<file path="config.mk">
export PLATFORM = sky130hd
export DESIGN_NAME = axis_frame_output_stage
export DESIGN_NICKNAME = d
export VERILOG_FILES = /design/src/rtl/axis_out_pkg.sv /design/src/rtl/axis_skid_buffer.sv /design/src/rtl/axis_frame_output_stage.sv
export SDC_FILE = /design/constraint.sdc
export NUM_CORES = 1
export LEC_CHECK = 0
export CORE_ASPECT_RATIO = 1.25
export CORE_MARGIN = 3
export CORE_UTILIZATION = 45
export DETAILED_ROUTE_END_ITERATION = 8
export PLACE_DENSITY = 0.8
export REMOVE_ABC_BUFFERS = 1
export SLEW_MARGIN = 20
export SYNTH_ARGS = -nofsm -noshare
export SYNTH_HDL_FRONTEND = slang
export SYNTH_SLANG_ARGS = --single-unit
export TNS_END_PERCENT = 20
</file>
<file path="constraint.sdc">
create_clock -name clk -period 2 [get_ports clk]
set_input_delay 0.6 -clock clk [delete_from_list [all_inputs] [get_ports clk]]
set_output_delay 0.6 -clock clk [all_outputs]
set_load 0.02 [all_outputs]
</file>
<file path="src/rtl/axis_out_pkg.sv">
// axis_out_pkg: shared types and sizing helper for the AXIS frame output stage.
package axis_out_pkg;
   typedef enum logic [1:0] {EMPTY, ONE, TWO} skid_state_t;
   typedef struct packed {
      logic tlast;
      logic tuser;
      logic last_frame;
   } tag_t;
   function automatic int cnt_bits(input int n);
      return (n > 1) ? $clog2(n) : 1;
   endfunction
endpackage

</file>
<file path="src/rtl/axis_skid_buffer.sv">
// axis_skid_buffer: two-entry skid buffer with a registered upstream ready,
// fully decoupling the input and output valid/ready handshakes.
module axis_skid_buffer
   import axis_out_pkg::*;
#(
   parameter int PW = 8
) (
   input  logic          clk,
   input  logic          rst_n,
   input  logic          clear,
   input  logic          in_valid,
   input  logic [PW-1:0] in_data,
   output logic          in_ready,
   output logic          out_valid,
   output logic [PW-1:0] out_data,
   input  logic          out_ready
);
   skid_state_t state, state_nxt;
   logic [PW-1:0] skid;
   logic up, dn;

   assign up = in_valid & in_ready;
   assign dn = out_valid & out_ready;
   assign out_valid = state != EMPTY;

   always_comb begin
      state_nxt = state;
      case (state)
         EMPTY:   state_nxt = up ? ONE : EMPTY;
         ONE:     state_nxt = (up && !dn) ? TWO : (dn && !up) ? EMPTY : ONE;
         TWO:     state_nxt = dn ? ONE : TWO;
         default: state_nxt = EMPTY;
      endcase
      if (clear) state_nxt = EMPTY;
   end

   always_ff @(posedge clk or negedge rst_n) begin
      if (!rst_n) begin
         state    <= EMPTY;
         in_ready <= 1'b0;
         out_data <= '0;
         skid     <= '0;
      end else begin
         state    <= state_nxt;
         in_ready <= !clear && state_nxt != TWO;
         // main only changes when empty or being consumed, so a stalled beat stays stable
         if (!clear) begin
            if (state == TWO && dn) out_data <= skid;
            else if (up && (state == EMPTY || dn)) out_data <= in_data;
            if (up && state == ONE && !dn) skid <= in_data;
         end
      end
   end
endmodule

</file>
<file path="src/rtl/axis_frame_output_stage.sv">
// axis_frame_output_stage: final AXI4-Stream master; regenerates tlast/tuser from
// its own column/row counters, flags upstream tlast errors and reports frame completion.
module axis_frame_output_stage
   import axis_out_pkg::*;
#(
   parameter int AXISOUT_DATA_WIDTH = 32,
   parameter int AXISOUT_STRB_WIDTH = AXISOUT_DATA_WIDTH / 8,
   parameter int DST_IMG_WIDTH      = 3840,
   parameter int DST_IMG_HEIGHT     = 2160
) (
   input  logic                          clk,
   input  logic                          rst_n,
   input  logic                          soft_clear,
   input  logic                          ac_m_axis_tvalid,
   input  logic [AXISOUT_DATA_WIDTH-1:0] ac_m_axis_tdata,
   input  logic [AXISOUT_STRB_WIDTH-1:0] ac_m_axis_tkeep,
   input  logic                          ac_m_axis_tlast,
   output logic                          ac_m_axis_tready,
   output logic                          m_axis_tvalid,
   output logic [AXISOUT_DATA_WIDTH-1:0] m_axis_tdata,
   output logic [AXISOUT_STRB_WIDTH-1:0] m_axis_tkeep,
   output logic [AXISOUT_STRB_WIDTH-1:0] m_axis_tstrb,
   output logic                          m_axis_tlast,
   output logic                          m_axis_tuser,
   input  logic                          m_axis_tready,
   output logic                          finnalout_m_axis_tvalid,
   output logic                          finnalout_m_axis_tready,
   output logic                          finnalout_m_axis_tlast,
   output logic                          frame_done,
   output logic                          err_tlast
);
   localparam int CW = cnt_bits(DST_IMG_WIDTH);
   localparam int RW = cnt_bits(DST_IMG_HEIGHT);
   localparam int PW = AXISOUT_DATA_WIDTH + AXISOUT_STRB_WIDTH + $bits(tag_t);

   logic [CW-1:0] col;
   logic [RW-1:0] row;
   logic up, col_end, row_end;
   tag_t tag_in, tag_out;
   logic [PW-1:0] out_beat;

   assign up      = ac_m_axis_tvalid & ac_m_axis_tready;
   assign col_end = col == CW'(DST_IMG_WIDTH - 1);
   assign row_end = row == RW'(DST_IMG_HEIGHT - 1);
   assign tag_in  = {col_end, col == '0 && row == '0, col_end && row_end};

   axis_skid_buffer #(.PW(PW)) u_skid (
      .clk      (clk),
      .rst_n    (rst_n),
      .clear    (soft_clear),
      .in_valid (ac_m_axis_tvalid),
      .in_data  ({ac_m_axis_tdata, ac_m_axis_tkeep, tag_in}),
      .in_ready (ac_m_axis_tready),
      .out_valid(m_axis_tvalid),
      .out_data (out_beat),
      .out_ready(m_axis_tready)
   );

   assign {m_axis_tdata, m_axis_tkeep, tag_out} = out_beat;
   assign m_axis_tstrb            = m_axis_tkeep;
   assign m_axis_tlast            = tag_out.tlast;
   assign m_axis_tuser            = tag_out.tuser;
   assign finnalout_m_axis_tvalid = m_axis_tvalid;
   assign finnalout_m_axis_tready = m_axis_tready;
   assign finnalout_m_axis_tlast  = tag_out.last_frame;

   always_ff @(posedge clk or negedge rst_n) begin
      if (!rst_n) begin
         col        <= '0;
         row        <= '0;
         err_tlast  <= 1'b0;
         frame_done <= 1'b0;
      end else if (soft_clear) begin
         col        <= '0;
         row        <= '0;
         err_tlast  <= 1'b0;
         frame_done <= 1'b0;
      end else begin
         frame_done <= m_axis_tvalid & m_axis_tready & tag_out.last_frame;
         // upstream tlast is only checked; the stream always carries the generated one
         if (up) begin
            col <= col_end ? '0 : col + 1'b1;
            if (col_end) row <= row_end ? '0 : row + 1'b1;
            if (ac_m_axis_tlast != col_end) err_tlast <= 1'b1;
         end
      end
   end
endmodule
</file>
Word-level counts from Yosys, hierarchy flattened. Cells that the tools add are included.

Register bits: 107. Input bits: 42. Output and inout port bits: 49. Logic and storage cells: 64.

Add/subtract/negate cells: 2. Equal/unequal tests: 6. Multiplexer cells: 19. Bitwise operators: 4. Reductions and logical operators: 25.

Operators by type and width (number): two-way mux 12 bit (7); two-way mux 39 bit (2); adder 12 x 1 -> 12 bit, second input constant (2); == test 12 bit, second input constant (2); zero test 12 bit (2); nonzero test 2 bit (5); logical AND 1 bit (9); AND reduction 2 bit (4); two-way mux 1 bit (6); two-way mux 2 bit (3); one-hot mux 2 bit (3 select lines) (1); bitwise AND 1 bit (3); zero test 1 bit (3); == test 2 x 1 -> 1 bit, second input constant (1); == test 2 bit, second input constant (1); zero test 2 bit (1); inequality test 2 bit, second input constant (1); logical OR 1 bit (1); inequality test 1 bit (1); inverter 1 bit (1).

Depth between registers and ports, before layout.
Word-level depth: 9. Depth in mapped cells: 7. Mapped depth without buffers: 7.

Modules after synthesis. A second synthesis with hierarchy kept.

Cell total of the unflattened synthesis: 406. Area total of the unflattened synthesis: 5255.0 um^2.

By module, submodules not included: axis_skid_buffer (times used 1, cells each 231, area each 3639.7 um^2, sequential area each 2026.9 um^2); axis_frame_output_stage (times used 1, cells each 175, area each 1615.3 um^2, sequential area each 650.6 um^2).

Worst setup path before layout. OpenSTA, ideal clock, no wires.

Path type: input-to-reg. Start point: input port soft_clear. End point: register u_skid.skid[10]. Data arrival time: 1.908 ns. Data required time: 1.875 ns. Setup slack: -0.032 ns. Cell stages on the path: 5. Path through: nand3b_1 > or3b_2 > clkbuf_1 > clkbuf_1 > mux2_2.

Longest elaborated chain between the ends: 2.

RTL lines: start, declared (line axis_frame_output_stage.sv:13) `input logic soft_clear,`; inverter 1 bit (no line); AND reduction 2 bit (no line); end signal, assigned (line axis_skid_buffer.sv:50) `if (up && state == ONE && !dn) skid <= in_data;`; end, declared (line axis_skid_buffer.sv:19) `logic [PW-1:0] skid;`.

Every way passes these cells. A chain may end at the register's enable or synchronous reset.

Worst setup path after layout.
Start point: input port m_axis_tready. End point: register u_skid.out_data[21].

Longest elaborated chain between the ends: 5. Elaborated cells between the ends (all ways): 7. Classes of those cells: 1 x mux; 1 x bitwise; 5 x reduce/logical.

RTL lines: start, declared (line axis_frame_output_stage.sv:25) `input logic m_axis_tready,`; bitwise AND 1 bit * (line axis_skid_buffer.sv:23) `assign dn = out_valid & out_ready;`; logical OR 1 bit (line axis_skid_buffer.sv:49) `else if (up && (state == EMPTY || dn)) out_data <= in_data;`; logical AND 1 bit (line axis_skid_buffer.sv:49); nonzero test 2 bit (no line); AND reduction 2 bit (no line); end signal, assigned (line axis_skid_buffer.sv:48) `if (state == TWO && dn) out_data <= skid;`; end signal, assigned (line axis_skid_buffer.sv:49); end, declared (line axis_skid_buffer.sv:15) `output logic [PW-1:0] out_data,`.

Mark *: on every way between the ends. The rest lies on a longest branch, timed or not.

==> reports/results.ini <==
[setup_path]
cp.required_ns = 2.22
worstPathArrival_ns = 2.18
crit_type = in2reg
crit_top_cell = buf_4
rr_worst_depth = 4
path_cells = clkdlybuf4s50_1, buf_4, o21ai_0, a21oi_4, buf_4, mux2_2
path_buf_inv = 3
r2r-start = row[7]$_DFFE_PN0P_
slowest_delay_ns = 0.48
worstSetupEndpointType = register
cp-start-kind = primary input
slowest_stage = clkdlybuf4s50_1
r2r_end = row[9]$_DFFE_PN0P_
crit_family = buffers and inverters
cp_max_fo = 10
r2r_slack_ns = 0.10

[layout]
fin_nets = 641
num_antenna_cells = 0
post-route-util = 0.618
fillCellCount = 852
layout-drive-gt1-share = 0.237
area_growth_pct = 30.9
final_cell_mix = nand2_1 (132), dfrtp_1 (106), clkdlybuf4s50_1 (83), mux2_2 (75), buf_4 (32)
layout_commonest_cell = nand2_1

[yosys]
async_reset_ff_frac = 1.00
ys_types = 47
avgSynthCellArea_um2 = 10.5
ys_warn_count = 0
synth-edff-count = 0
netlist_area_um2 = 5110
synthCells = 488
synth_ff_type = dfrtp_1
ys_ff_latch = 107
yosysSeqAreaShare = 0.524

[clock_network]
cts_made_buffers = 9
root_buffer = clkbuf_16
cts_tree = built
clkLatencyLatePin_ns = 0.35
cts_max_level = 3
cts_buffer_depth = 2
hold_buffers = 0
clock-sinks = 107
clkTransAtPathRegs_ns = 0.08

[floorplanning]
die_h_um = 125
die_w_um = 101
initial_core_util = 0.472
die_area_um2 = 12700
core-area_um2 = 10800
rows = 42
io_pins = 91

[placement]
place.gp.congestion = 0.881
port-buffer-count = 90
detailed_place_hpwl_um = 8190

[route]
drc = 0
routed_wl_um = 11600
antenna_left = 0
wl_per_cell_um = 15.9
vias = 4038
first_pass_iters = 4
vias_per_cell = 5.52
drt_first_iter_violations = 214

[sta]
rsz0062_at_grt = yes
finalSetupViolations = 0
fin_crit_ns = 1.96
hold_viol = 0
worst_pin_slew_ns = 0.424
max_freq_mhz = 511
fin_crit_sh = 0.979
fin_skew_ns = 0.0124
slew_viol_final = 0
slew_headroom = 0.718

[global_route]
grt_max_degree = 54
antenna_found_initial = 0
track_usage = 0.188
grt_pass1_vias = 4172
grt_pass1_wl_um = 19600
overflow = 0

[pwr]
p_leak_nw = 3.05
power_w = 0.00583
powerDensity_nw_per_um2 = 872
vdd_ir_drop_max_uv = 406

[flow_run]
drv_cap = 0

[outcome]
status = completed

[worst_hold_path]
min_path_type = in2async

[flip-flops by register name (all words and copies together) (netlist names)]
name	cells
u_skid.out_data	39
u_skid.skid	39
col	12
row	12
u_skid.state	2
err_tlast	1
frame_done	1
u_skid.in_ready	1
[worst max-delay path by stage]
stage / end / slack (ns) / start / cells past startpoint
after floorplan: u_skid.out_data[0]$_DFFE_PN0P_ / -1.96 / m_axis_tready / 3
after global placement: row[11]$_DFFE_PN0P_ / -0.49 / ac_m_axis_tvalid / 5
after detailed placement: row[3]$_DFFE_PN0P_ / -0.54 / ac_m_axis_tvalid / 5
after CTS: finnalout_m_axis_tready / 0.01 / m_axis_tready / 2
after global routing: col[10]$_DFFE_PN0P_ / -0.05 / soft_clear / 7
final: u_skid.out_data[21]$_DFFE_PN0P_ / 0.04 / m_axis_tready / 6
[worst register-to-register path: cells and delay by family (launching register included)]
kind	cells	cell delay, ns
AND/OR/NAND/NOR	3	1.00
AO/OA/AOI/OAI	1	0.32
flip-flops	1	0.46
[cells by family after synthesis]
group / after synthesis / share of synthesized area
multiplexers: 77 / 0.169
flip-flops: 107 / 0.524
adder cells (fa/ha/maj): 5 / 0.0122
AO/OA/AOI/OAI: 43 / 0.0556
AND/OR/NAND/NOR: 208 / 0.190
XOR/XNOR: 8 / 0.0137
buffers and inverters: 40 / 0.0353
[repair_timing]
action                                  in CTS  in global routing
buffers inserted                             0                  0
pin swaps                                    1                  3
endpoints found under the setup margin      98                 15
gates resized for setup                     11                 11
[power breakdown]
part	switching (W)	internal (W)	total (W)
registers	0.000207	0.00251	0.00271
clock network	0.000831	0.000906	0.00174
logic	0.000625	0.000754	0.00138
total	0.00166	0.00417	0.00583
[routing by layer]
metal,part of all wire,GRT usage
met1,0.43,0.241
met2,0.49,0.313
met3,0.058,0.0334
met4,0.025,0.0704
met5,0,0
[cell type report]
type                            count  area (um^2)  area share
Clock inverter                      6         56.3     0.00842
Timing Repair Buffer              125         1190       0.179
Sequential cell                   107         2680       0.401
Tap cell                          132          165      0.0247
Clock buffer                       10          239      0.0357
Multi-Input combinational cell    341         2310       0.346
Inverter                           10         37.5     0.00561
[synth_stat cells, drive strengths merged, types with 5 or more instances]
cell type | number | area share
dfrtp | 107 | 0.52
ha | 5 | 0.012
inv | 9 | 0.0066
nor2b | 5 | 0.0061
o21ai | 11 | 0.011
clkbuf | 18 | 0.013
nand2 | 132 | 0.097
nor3 | 7 | 0.0069
nor4 | 8 | 0.0098
buf | 12 | 0.015
nor2 | 13 | 0.0096
o31ai | 8 | 0.012
or3 | 5 | 0.0061
nand4 | 6 | 0.010
mux2 | 75 | 0.17
nand3 | 9 | 0.0088
or4 | 5 | 0.0073
a21oi | 11 | 0.011
[metrics by stage]
step / area, um^2 / hold WS, ns / setup TNS [ns] / cells / setup slack [ns]
finish: 6690 / 0.174 / 0 / 731 / 0.0411
floorplan: 4970 / 0.304 / -78.68 / 458 / -1.96
global route: 6690 / 0.189 / -0.0784 / 731 / -0.0483
CTS: 6650 / 0.183 / 0 / 731 / 0.0106
detailed placement: 6340 / 0.471 / -43.45 / 715 / -0.540
global placement: 6340 / 0.463 / -42.36 / 715 / -0.490
No activity file was read; power rests on OpenSTA's default activity.
